File: config.mk
export PLATFORM = sky130hd
export DESIGN_NAME = apb_master_flat
export DESIGN_NICKNAME = d
export VERILOG_FILES = /design/src/rtl/apb_pkg.sv /design/src/rtl/apb_master_if.sv /design/src/rtl/apb_addr_decoder.sv /design/src/rtl/apb_master.sv /design/src/flat_wrapper.sv
export SDC_FILE = /design/constraint.sdc
export NUM_CORES = 1
export LEC_CHECK = 0
export CORE_MARGIN = 8
export CORE_UTILIZATION = 39
export CTS_CLUSTER_SIZE = 14
export DETAILED_ROUTE_END_ITERATION = 10
export GPL_TIMING_DRIVEN = 0
export PLACE_DENSITY_LB_ADDON = 0.05
export SLEW_MARGIN = 20
export SYNTH_ARGS = -nofsm -noshare
export SYNTH_HDL_FRONTEND = slang
export SYNTH_SLANG_ARGS = --single-unit
File: constraint.sdc
create_clock -name clk -period 3.08 [get_ports clk]
set_input_delay 0.616 -clock clk [delete_from_list [all_inputs] [get_ports clk]]
set_output_delay 0.616 -clock clk [all_outputs]
set_load 0.01 [all_outputs]
File: src/rtl/apb_pkg.sv
// apb_pkg: shared APB master state encoding and address-map constants.
package apb_pkg;
    typedef enum logic [1:0] {APB_IDLE, APB_SETUP, APB_ACCESS, APB_ERROR} apb_state_e;
    localparam logic [15:0] APB_BASE_HI = 16'h1000;
    localparam int APB_WIN_BITS = 12;  // 4 KB window per slave
    localparam int MAX_SLAVES = 16;
endpackage

File: src/rtl/apb_master_if.sv
// apb_master_if: APB3 bus between one master and NUM_SLAVES peripheral slaves.
interface apb_master_if #(parameter int NUM_SLAVES = 4);
    logic [31:0] PADDR;
    logic [31:0] PWDATA;
    logic PWRITE;
    logic PENABLE;
    logic [NUM_SLAVES-1:0] PSEL;
    logic [NUM_SLAVES-1:0] PREADY;
    logic [NUM_SLAVES*32-1:0] PRDATA;
    modport master(output PADDR, PWDATA, PWRITE, PENABLE, PSEL, input PRDATA, PREADY);
    modport slave(input PADDR, PWDATA, PWRITE, PENABLE, PSEL, output PRDATA, PREADY);
endinterface

File: src/rtl/apb_addr_decoder.sv
// apb_addr_decoder: maps a byte address onto a peripheral window index.
module apb_addr_decoder import apb_pkg::*; #(
    parameter int NUM_SLAVES = 4
) (
    input  logic [31:0] addr,
    output logic        mapped,
    output logic [3:0]  idx
);
    localparam int NS = NUM_SLAVES > MAX_SLAVES ? MAX_SLAVES : NUM_SLAVES;
    logic unused_low;
    assign idx = addr[APB_WIN_BITS +: 4];
    assign mapped = addr[31:16] == APB_BASE_HI && 32'(idx) < NS;
    assign unused_low = ^addr[APB_WIN_BITS-1:0];
endmodule

File: src/rtl/apb_master.sv
// apb_master: CPU transfer/ready handshake to APB3 SETUP/ACCESS sequencing.
// Define APB_MASTER_TIMEOUT_EN to bound ACCESS at TIMEOUT_CYCLES with an error completion.
module apb_master import apb_pkg::*; #(
    parameter int NUM_SLAVES     = 4,
    parameter int TIMEOUT_CYCLES = 255
) (
    input  logic        clk,
    input  logic        reset,
    input  logic        transfer,
    input  logic        write,
    input  logic [31:0] addr,
    input  logic [31:0] wdata,
    output logic [31:0] rdata,
    output logic        ready,
    output logic        slvErr,
    apb_master_if.master apb
);
    localparam logic [1:0] IDLE   = APB_IDLE;
    localparam logic [1:0] SETUP  = APB_SETUP;
    localparam logic [1:0] ACCESS = APB_ACCESS;
    localparam logic [1:0] ERROR  = APB_ERROR;

    logic [1:0] state, state_n;
    logic [3:0] idx, dec_idx;
    logic mapped, prdy, done, to;
    logic [NUM_SLAVES-1:0] sel;
    logic [31:0] prd;

    apb_addr_decoder #(.NUM_SLAVES(NUM_SLAVES)) u_dec (.addr(addr), .mapped(mapped), .idx(dec_idx));

    assign sel  = NUM_SLAVES'(1) << idx;
    assign prd  = 32'(apb.PRDATA >> (32 * idx));
    assign prdy = |(apb.PREADY & sel);
    assign done = state == ACCESS && prdy;

`ifdef APB_MASTER_TIMEOUT_EN
    localparam int CW = $clog2(TIMEOUT_CYCLES + 1);
    logic [CW-1:0] cnt;
    // held at zero outside ACCESS so every ACCESS phase starts counting afresh
    always_ff @(posedge clk)
        cnt <= (reset || state != ACCESS) ? '0 : cnt + CW'(!prdy);
    assign to = state == ACCESS && !prdy && cnt == CW'(TIMEOUT_CYCLES - 1);
`else
    localparam int unused_timeout = TIMEOUT_CYCLES;
    assign to = 1'b0;
`endif

    assign ready       = done || to || state == ERROR;
    assign slvErr      = to || state == ERROR;
    assign apb.PSEL    = (state == SETUP || state == ACCESS) ? sel : '0;
    assign apb.PENABLE = state == ACCESS;

    always_comb begin
        state_n = state == IDLE   ? (transfer ? (mapped ? SETUP : ERROR) : IDLE) :
                  state == SETUP  ? ACCESS :
                  state == ACCESS ? (ready ? IDLE : ACCESS) : IDLE;
    end

    always_ff @(posedge clk) begin
        if (reset) begin
            state      <= IDLE;
            idx        <= '0;
            apb.PADDR  <= '0;
            apb.PWDATA <= '0;
            apb.PWRITE <= 1'b0;
            rdata      <= '0;
        end else begin
            state <= state_n;
            if (state == IDLE && transfer) begin
                apb.PADDR  <= addr;
                apb.PWDATA <= wdata;
                apb.PWRITE <= write;
                idx        <= dec_idx;
            end
            if (state == ERROR || to)
                rdata <= '0;
            else if (done && !apb.PWRITE)
                rdata <= prd;
        end
    end
endmodule

File: src/flat_wrapper.sv
// flat-port wrapper written by rule: the top's interface ports become plain ports
module apb_master_flat import apb_pkg::*;
#(
    parameter int NUM_SLAVES     = 4,
    parameter int TIMEOUT_CYCLES = 255
)
  (clk, reset, transfer, write, addr, wdata, rdata, ready, slvErr, apb_PADDR, apb_PWDATA, apb_PWRITE, apb_PENABLE, apb_PSEL, apb_PRDATA, apb_PREADY);
  apb_master_if #(.NUM_SLAVES(NUM_SLAVES)) apb_i ();
  input  logic clk;
  input  logic reset;
  input  logic transfer;
  input  logic write;
  input  logic [31:0] addr;
  input  logic [31:0] wdata;
  output logic [31:0] rdata;
  output logic ready;
  output logic slvErr;
  output wire logic [$bits(apb_i.PADDR)-1:0] apb_PADDR;
  output wire logic [$bits(apb_i.PWDATA)-1:0] apb_PWDATA;
  output wire logic [$bits(apb_i.PWRITE)-1:0] apb_PWRITE;
  output wire logic [$bits(apb_i.PENABLE)-1:0] apb_PENABLE;
  output wire logic [$bits(apb_i.PSEL)-1:0] apb_PSEL;
  input wire logic [$bits(apb_i.PRDATA)-1:0] apb_PRDATA;
  input wire logic [$bits(apb_i.PREADY)-1:0] apb_PREADY;
  assign apb_PADDR = apb_i.PADDR;
  assign apb_PWDATA = apb_i.PWDATA;
  assign apb_PWRITE = apb_i.PWRITE;
  assign apb_PENABLE = apb_i.PENABLE;
  assign apb_PSEL = apb_i.PSEL;
  assign apb_i.PRDATA = apb_PRDATA;
  assign apb_i.PREADY = apb_PREADY;
  apb_master #(.NUM_SLAVES(NUM_SLAVES), .TIMEOUT_CYCLES(TIMEOUT_CYCLES)) u_core (.clk(clk), .reset(reset), .transfer(transfer), .write(write), .addr(addr), .wdata(wdata), .rdata(rdata), .ready(ready), .slvErr(slvErr), .apb(apb_i));
endmodule
### Word level (Yosys, flattened, before mapping)

Cells that the tools add are included.

| storage, ports and cells | value |
|---|---|
| register bits | 103 |
| input port bits | 200 |

| cells by class | value |
|---|---|
| $lt $le $gt $ge | 1 |
| reductions and logical operators | 10 |
| shift-type cells | 2 |
| bitwise operators | 1 |
| equal/unequal tests | 4 |
| mux-type cells | 7 |

Operators by type and width:

| cell | count |
|---|---|
| >> shifter 128 x 9 -> 32 bit | 1 |
| equality test 16 x 13 -> 1 bit (second input constant) | 1 |
| two-way mux 2 bit | 6 |
| bitwise AND 4 bit | 1 |
| equality test 2 bit (second input constant) | 2 |
| logical AND 1 bit | 4 |
| less-than comparator 4 x 3 -> 1 bit (second input constant) | 1 |
| two-way mux 4 bit | 1 |
| OR reduction 4 bit | 1 |
| << shifter 1 x 4 -> 4 bit (first input constant) | 1 |
| equality test 2 x 1 -> 1 bit (second input constant) | 1 |
| logical NOT 2 bit | 1 |
| logical OR 1 bit | 2 |
| OR reduction 2 bit | 1 |
| logical NOT 1 bit | 1 |

### Depth between registers and ports, before layout

Gate-level depths: netlist (run 1).

| depth | value |
|---|---|
| depth in word-level cells | 9 |
| gate-level depth with buffers | 7 |

### Modules after synthesis

A second synthesis (run 1) with hierarchy kept.

| second synthesis, totals | value |
|---|---|
| cells, all modules | 604 |
| area, all modules | 4,842.1 um2 |

Modules (own cells, without submodules):

| module | sequential area each (um2) | area an instance (um2) | instances | cells each |
|---|---|---|---|---|
| apb_master | 2,062.0 | 4,769.6 | 1 | 593 |
| apb_addr_decoder | 0.0 | 72.6 | 1 | 11 |

### Worst setup path before layout (run 1)

OpenSTA, ideal clock, no wires.

| path | value |
|---|---|
| path type | register to output |
| from | reg u_core.idx[1] |
| to | out ready |
| path slack | 0.972 ns |
| cell stages (with the launch flop) | 7 |
| path buffers | 2 |
| required time | 2.464 ns |
| data arrival time | 1.492 ns |
| path through | dfxtp_1 > or3b_1 > buf_6 > o22ai_4 > buf_6 > nand2_1 > nand2_1 |

| on the way | value |
|---|---|
| longest elaborated chain between the ends | 5 |

Ends and longest elaborated chain:

| element | line | RTL |
|---|---|---|
| from (decl) | apb_master.sv:24 | `logic [3:0] idx, dec_idx;` |
| from (signal assigned) | apb_master.sv:73 | `idx <= dec_idx;` |
| << shifter 1 x 4 -> 4 bit | apb_master.sv:31 | `assign sel = NUM_SLAVES'(1) << idx;` |
| bitwise AND 4 bit | apb_master.sv:33 | `assign prdy = \|(apb.PREADY & sel);` |
| OR reduction 4 bit | apb_master.sv:33 |  |
| logical AND 1 bit | apb_master.sv:34 | `assign done = state == ACCESS && prdy;` |
| logical OR 1 bit | apb_master.sv:48 | `assign ready = done \|\| to \|\| state == ERROR;` |
| to (decl) | flat_wrapper.sv:16 | `output logic ready;` |

No other way between the ends.

### Worst setup path in the final report (run 1)

Ends and elaborated chain as after synthesis.

==> out/metrics.csv, run 1 <==
stage;metric;value;unit
job;max-cap viol count;0;
layout;area growth from synthesis to layout;75.48;%
sta;Slew Viols, Final;0;
routing;drt drc;0;
sta;Post-Route Skew;0.006891;ns
synth;Post-Synth XOR/XNOR Area;0;%
synth;Yosys warnings;0;
sta;Max Fclk;337.1;MHz
power;Final Power;3670;uW
routing;initial DRC count;297;
routing;post-DR wirelength/cell;18.84;microns
synth;main combinational cell family by area after synthesis;simple AND/OR/NAND/NOR gates;
clock_network;Skew-Pair Late Insertion Delay;0.34;ns
placed_design;pre-CTS setup slack;0.06791;ns
floorplanning;num ports;304;
routing;Post-DRT Antenna Nets;0;
sta;Final setup viols;0;
worst_setup_path;Worst Setup SP;u_core.idx[1];
synth;syn_area_per_cell;8.043;sq um
sta;RSZ-0062 raised after global routing;false;
floorplanning;DIE HEIGHT;125.5;microns
routing;total number of vias;5463;
power;leakage power;0.002850;uW
worst_setup_path;Reg2Reg Depth;7;
placed_design;Final GP Congestion;0.8816;
status;outcome;finished clean;
synth;Mapped Area;0.004673;sq mm
synth;compound-gate portion of the synthesized area;15.69;%
clock_network;root buffer cell;clkbuf_16;
synth;syn nets;785;
floorplanning;row count;40;
layout;Register Area;0.001983;sq mm
global_route;largest net degree at the start of global routing;18;
synth;post-synthesis simple-gate area fraction;20.67;%
global_route;GRT Overall Usage;23.94;%
sta;Setup WS post-layout;0.1138;ns
routing;drt total wl;19690;microns
global_route;first-pass GRT wire length;30220;microns
clock_network;clk sinks;99;
floorplanning;Chip Width;125.5;microns
clock_network;H-Tree Depth;3;
clock_network;Clock Path Buffers;2;
worst_setup_path;CP startpoint kind;flip-flop;
worst_setup_path;R2R Setup Slk;1.00;ns
sta;measured slew at the worst slew-check pin;0.7208;ns
floorplanning;Initial Util;39.40;%
power;Pwr per Cell Area;447.5;mW/mm^2
worst_setup_path;WP data arrival;2.35;ns
synth;register area share after synthesis;42.41;%
synth;synthesized flop and latch total;99;
synth;mux cell area share after synthesis;14.14;%
worst_setup_path;Critical Setup Path Class;reg2out;
layout;area of the multi-input gates;0.002410;sq mm
hold_path;Hold Crit Class;reg2reg;
layout;most frequent cells in the layout;302 x clkdlybuf4s50_1, 134 x nand2_1, 98 x dfxtp_1;
placed_design;IO Port Bufs;302;
layout;fillers;1020;
power;worst vdd ir;0.4877;mV
layout;most common cell after layout, fill and taps aside;clkdlybuf4s50_1;
sta;Hold WS;0.4546;ns
clock_network;CTS buffer count;9;
layout;nets;1097;
routing;DR pass1 iterations;4;
layout;Diodes inserted;0;
synth;library cells used by synthesis;28;
global_route;initial antenna violation count;0;
global_route;vias in the first global route;5680;
global_route;grt total ovfl;0;
floorplanning;core area;0.01186;sq mm
clock_network;clk slew on worst S/H paths;0.07;ns
sta;Final Hold Fails;0;
worst_setup_path;CP Data Required Time;2.46;ns
floorplanning;full die area;0.01574;sq mm
clock_network;Hold-fix buffers, CTS;0;
synth;Post-Synth Adder-Cell Area;1.071;%
clock_network;CTS tree;done;
worst_setup_path;worst r2r src;u_core.idx[0];
worst_setup_path;maximum fanout along the worst path;10;
sta;setup TNS;0;ns
worst_setup_path;Worst R2R End;u_core.rdata[20];
sta;relative slew slack;51.95;%
layout;ratio of cells with drive above 1 in the final layout;4.009;%
worst_setup_path;CP Capture Point;ready;
worst_setup_path;CP Capture Type;primary output;
synth;post-synthesis cell count;581;
routing;DR vias/cell;5.228;
sta;Tcrit/Tclk final;96.31;%
placed_design;HPWL Detailed;15900;microns
sta;post-layout min period;2.966;ns
[Yosys cell counts]
cell type | n | area, sq um
o31ai_1 | 1 | 7.510
a21oi_1 | 97 | 485.5
or3b_1 | 1 | 8.760
nor2b_1 | 1 | 6.260
buf_4 | 1 | 7.510
buf_2 | 12 | 60.06
or3_1 | 1 | 6.260
o22a_1 | 1 | 8.760
a31oi_1 | 1 | 6.260
dfxtp_1 | 99 | 1982
nor4_1 | 35 | 219.0
ha_1 | 4 | 50.05
mux2i_1 | 66 | 660.6
nor3_1 | 34 | 170.2
nand2b_1 | 1 | 6.260
o22ai_1 | 32 | 200.2
nand4_1 | 1 | 6.260
clkbuf_1 | 30 | 112.6
buf_6 | 4 | 45.04
o22ai_4 | 1 | 20.02
nand3_1 | 1 | 5.000
or4b_2 | 1 | 10.01
inv_1 | 4 | 15.01
buf_1 | 11 | 41.29
nand2_1 | 134 | 503.0
and2_1 | 1 | 6.260
o21ai_0 | 1 | 5.000
nor2_1 | 5 | 18.77
[area by class of cell]
cell class	instances	share of cell area [%]
inverter	4	0.1831
timing repair buffer	303	36.95
buffer	56	3.143
clock buffer	11	3.082
tap	147	2.243
sequential	99	24.18
multi-input combinational	420	29.39
clock inverter	5	0.8239
[registers in the layout, indices dropped and copies added, names as in the netlist]
name and cells:
u_core.idx 3, u_core.apb.PWDATA 32, u_core.state 2, u_core.apb.PADDR 29
u_core.rdata 32, u_core.apb.PWRITE 1
[how the worst min path moves through the flow]
| stage | from | endpoint | slack (ns) | cells past startpoint |
|---|---|---|---|---|
| final | u_core.apb.PADDR[19] | u_core.apb.PADDR[19] | 0.45 | 2 |
| after detailed placement | u_core.apb.PWDATA[30] | u_core.apb.PWDATA[30] | 0.45 | 2 |
| after CTS | u_core.apb.PWDATA[30] | u_core.apb.PWDATA[30] | 0.46 | 2 |
| after floorplan | u_core.apb.PADDR[0] | u_core.apb.PADDR[0] | 0.48 | 2 |
| after global placement | u_core.apb.PADDR[31] | u_core.apb.PADDR[31] | 0.44 | 2 |
| after global routing | u_core.apb.PWDATA[27] | u_core.apb.PWDATA[27] | 0.47 | 2 |
[per-stage QoR]
| stage | area [sq um] | util [%] | cells |
|---|---|---|---|
| after floorplan | 4673 | - | 581 |
| after global placement | 7880 | 66.43 | 1030 |
| after detailed placement | 7880 | 66.43 | 1030 |
| after CTS | 8208 | 69.20 | 1047 |
| after global routing | 8200 | 69.14 | 1045 |
| final | 8200 | 69.14 | 1045 |
[metal layers]
| metal | global-route usage (%) | share of wire [%] | vias up |
|---|---|---|---|
| li1 | - | - | 2681 |
| met1 | 25.81 | 40 | 2550 |
| met2 | 42.66 | 50 | 208 |
| met3 | 8.245 | 8.4 | 24 |
| met4 | 8.166 | 1.9 | 0 |
| met5 | 0 | 0 | - |
[what timing repair did]
| item | CTS | global route |
|---|---|---|
| pin swaps | 1 | 0 |
| gates resized for setup | 0 | 1 |
| endpoints found under the setup margin | 1 | 3 |
| buffers inserted | 1 | 0 |
[where the power goes]
part | switching, uW | total (uW) | internal (uW) | leakage, uW
Combinational | 492 | 1060 | 565 | 0.00188
Clock | 508 | 1190 | 686 | 0.000158
Sequential | 49.6 | 1420 | 1370 | 0.000810
Total | 1050 | 3670 | 2620 | 0.00285
[cells by family after synthesis]
family / Yosys count
fa+ha+maj: 4
buf+inv: 62
compound gates: 134
flops: 99
simple gates: 216
mux: 66
[critical path, cell delays in order, from the launching register on]
cell             delay (ns)
dfxtp_2                0.36
or3_1                  0.57
o22ai_4                0.21
buf_6                  0.17
nand2_1                0.06
nand2_1                0.07
clkdlybuf4s50_1        0.56
Note: power is estimated with default switching activity, not from simulation.
==> run 2: changes to the inputs <==
--- a/config.mk
+++ b/config.mk
@@ -6,7 +6,7 @@
 export NUM_CORES = 1
 export LEC_CHECK = 0
 export CORE_MARGIN = 8
-export CORE_UTILIZATION = 39
+export CORE_UTILIZATION = 37
 export CTS_CLUSTER_SIZE = 14
 export DETAILED_ROUTE_END_ITERATION = 10
 export GPL_TIMING_DRIVEN = 0
==> constraint.sdc (replaced) <==
create_clock -name clk -period 3.3 [get_ports clk]
set_input_delay 0.66 -clock clk [delete_from_list [all_inputs] [get_ports clk]]
set_output_delay 0.66 -clock clk [all_outputs]
set_load 0.01 [all_outputs]
==> run 2 against run 1 <==
Clock skew rose by 0.0016 ns; clock power fell by 16%; sequential cell count did not move; sequential share of layout area barely moved; critical path depth rose by 1; routed wire length rose by 2.5%; register-to-register slack improved by 0.26 ns; first-iteration DRC count rose by 30%; non-clock buffer count rose by 3; highest routed layer unchanged.
==> out/metrics.csv, run 2 (synthesis gave the netlist of run 1 again) <==
stage;metric;value;unit;change
sta;RSZ-0062 raised after global routing;false;;
worst_setup_path;CP max stage cell;clkdlybuf4s50_1;;
layout;most common cell after layout, fill and taps aside;clkdlybuf4s50_1;;
floorplanning;full die area;0.01648;sq mm;+4.7%
sta;measured slew at the worst slew-check pin;0.7416;ns;+0.02079 ns
worst_setup_path;maximum fanout along the worst path;10;;unchanged
routing;Detail Route met3 WL;2021;microns;+22%
worst_setup_path;Critical Setup Path Class;reg2out;;
global_route;initial antenna violation count;0;;unchanged
worst_setup_path;Largest stage delay, worst path;0.57;ns;about the same
power;Final Power;3321;uW;-9.5%
sta;post-layout min period;3.102;ns;
worst_setup_path;Levels on crit path;7;;+1
worst_setup_path;crit-path cells;or3_1 -> clkbuf_1 -> o22ai_4 -> buf_6 -> nand2_1 -> nand2_1 -> clkdlybuf4s50_1;;
floorplanning;num ports;304;;unchanged
power;leakage power;0.002831;uW;-0.66%
floorplanning;row count;41;;+2.5%
routing;post-DR wirelength/cell;18.80;microns;-0.22%
placed_design;HPWL Detailed;16450;microns;+3.5%
layout;Top Registers;u_core.apb.PWDATA x32, u_core.rdata x32, u_core.apb.PADDR x29;;
sta;setup TNS;0;ns;unchanged
clock_network;clk slew on worst S/H paths;0.07;ns;about the same
routing;total number of vias;5481;;+0.33%
layout;most frequent cells in the layout;302 x clkdlybuf4s50_1, 134 x nand2_1, 99 x dfxtp_1;;
placed_design;Final GP Congestion;0.9574;;+8.6%
worst_setup_path;CP startpoint kind;flip-flop;;
layout;Post-Layout Cell Count;1073;;+2.7%
worst_setup_path;worst r2r src;u_core.idx[1];;
sta;Max Fclk;322.3;MHz;
sta;Setup WS post-layout;0.1977;ns;+0.08397 ns
sta;Final Hold Fails;0;;unchanged
global_route;first-pass GRT wire length;30730;microns;+1.7%
routing;Post-DRT Antenna Nets;0;;unchanged
routing;DR pass1 iterations;5;;+1
routing;WL met2;9859;microns;+0.18%
clock_network;Skew-Pair Late Insertion Delay;0.35;ns;about the same
global_route;grt total ovfl;0;;unchanged
sta;Post-Route Skew;0.008519;ns;+0.001627 ns
worst_setup_path;Reg2Reg Depth;6;;-1
clock_network;CTS tree;done;;
layout;Diodes inserted;0;;unchanged
placed_design;IO Port Bufs;302;;unchanged
sta;relative slew slack;50.56;%;-1.4 points
clock_network;clk sinks;99;;unchanged
routing;DR vias/cell;5.108;;-2.3%
floorplanning;Chip Width;128.4;microns;+2.3%
sta;Slew Viols, Final;0;;unchanged
job;max-cap viol count;0;;unchanged
floorplanning;core area;0.01247;sq mm;+5.1%
status;outcome;finished clean;;
routing;drt drc;0;;unchanged
layout;ratio of cells with drive above 1 in the final layout;3.996;%;-0.013 points
worst_setup_path;Worst R2R End;u_core.rdata[18];;
worst_setup_path;most used cell, CP;nand2_1;;
placed_design;placed cells;1055;;+2.4%
routing;Top Metal Used;met4;;
placed_design;pre-CTS setup slack;0.2143;ns;+0.1464 ns
worst_setup_path;CP Buf/Inv Count;3;;+1
power;worst vdd ir;0.3834;mV;-21%
sta;Final setup viols;0;;unchanged
worst_setup_path;R2R Setup Slk;1.26;ns;+0.26 ns
routing;Metal-1 WL;7742;microns;-0.90%
layout;area growth from synthesis to layout;75.58;%;about the same
clock_network;H-Tree Depth;3;;unchanged
global_route;largest net degree at the start of global routing;18;;unchanged
worst_setup_path;Worst Setup SP;u_core.idx[1];;
worst_setup_path;CP Capture Point;ready;;
global_route;GRT Overall Usage;23.79;%;-0.15 points
sta;Hold WS;0.4563;ns;+0.001653 ns
worst_setup_path;CP Capture Type;primary output;;
hold_path;Hold Crit Class;reg2reg;;
worst_setup_path;CP Data Required Time;2.64;ns;+0.18 ns
power;Pwr per Cell Area;404.7;mW/mm^2;-9.6%
layout;nets;1100;;+0.27%
clock_network;CTS buffer count;9;;unchanged
worst_setup_path;crit-path leading delay family;buffers and inverters;;
global_route;vias in the first global route;5598;;-1.4%
clock_network;Clock Path Buffers;2;;unchanged
floorplanning;Initial Util;37.49;%;-1.9 points
sta;Tcrit/Tclk final;94.01;%;
routing;drt total wl;20170;microns;+2.5%
floorplanning;DIE HEIGHT;128.4;microns;+2.3%
clock_network;root buffer cell;clkbuf_16;;
routing;initial DRC count;385;;+30%
worst_setup_path;WP data arrival;2.44;ns;+0.09 ns
run 2: changes by cell type in the layout (fill, tap and decap cells not counted), sizes merged:
| cell | before | now |
|---|---|---|
| clkinvlp | 0 | 3 |
| bufinv | 1 | 0 |
| clkinv | 2 | 1 |
| buf | 28 | 30 |
run 2: how the worst min path moves through the flow:
stage / from / end / slack [ns] / cells after the start
2_1_floorplan: u_core.apb.PADDR[0] / u_core.apb.PADDR[0] / 0.48 / 2
3_3_place_gp: u_core.apb.PWDATA[9] / u_core.apb.PWDATA[9] / 0.44 / 2
3_5_place_dp: u_core.apb.PADDR[30] / u_core.apb.PADDR[30] / 0.45 / 2
4_1_cts: u_core.apb.PADDR[17] / u_core.apb.PADDR[17] / 0.46 / 2
5_1_grt: u_core.apb.PADDR[17] / u_core.apb.PADDR[17] / 0.47 / 2
6_report: u_core.apb.PWDATA[30] / u_core.apb.PWDATA[30] / 0.46 / 2
run 2: power by group:
group	internal, uW	leakage, uW	switching (uW)
Sequential	1280	0.000810	46.5
Clock	521	0.000129	478
Combinational	531	0.00189	467
run 2: worst reg2reg max path, stage by stage, from the launching register on:
cell and delay (ns):
dfxtp_1 0.37, or3_1 0.39, clkbuf_1 0.26, o22a_1 0.35, buf_2 0.22, nor3_1 0.25
nor4_1 0.07
run 2: timing repair:
item,4_1_cts,5_1_grt
hold buffers,0,0
endpoints found under the setup margin,0,1
setup buffers,0,2
gates resized for setup,0,0
run 2: stage by stage:
stage               utilization, %  cell area [sq um]
floorplan                        -               4673
global placement             63.46               7911
detailed placement           63.46               7911
CTS                          65.70               8190
global route                 65.82               8205
finish                       65.82               8205
run 2: area by class of cell:
class	instances	area, sq um
timing repair buffer	304	3038
sequential	99	1982
clock inverter	6	50.05
tap	172	215.2
multi-input combinational	420	2410
inverter	4	15.01
clock buffer	10	229.0
fill	1080	4260
buffer	58	266.5
run 2: metal layers:
metal,up-vias,GRT usage (%)
met1,2537,26.27
met5,-,0
li1,2688,-
met2,223,40.67
met4,0,9.231
met3,33,8.895
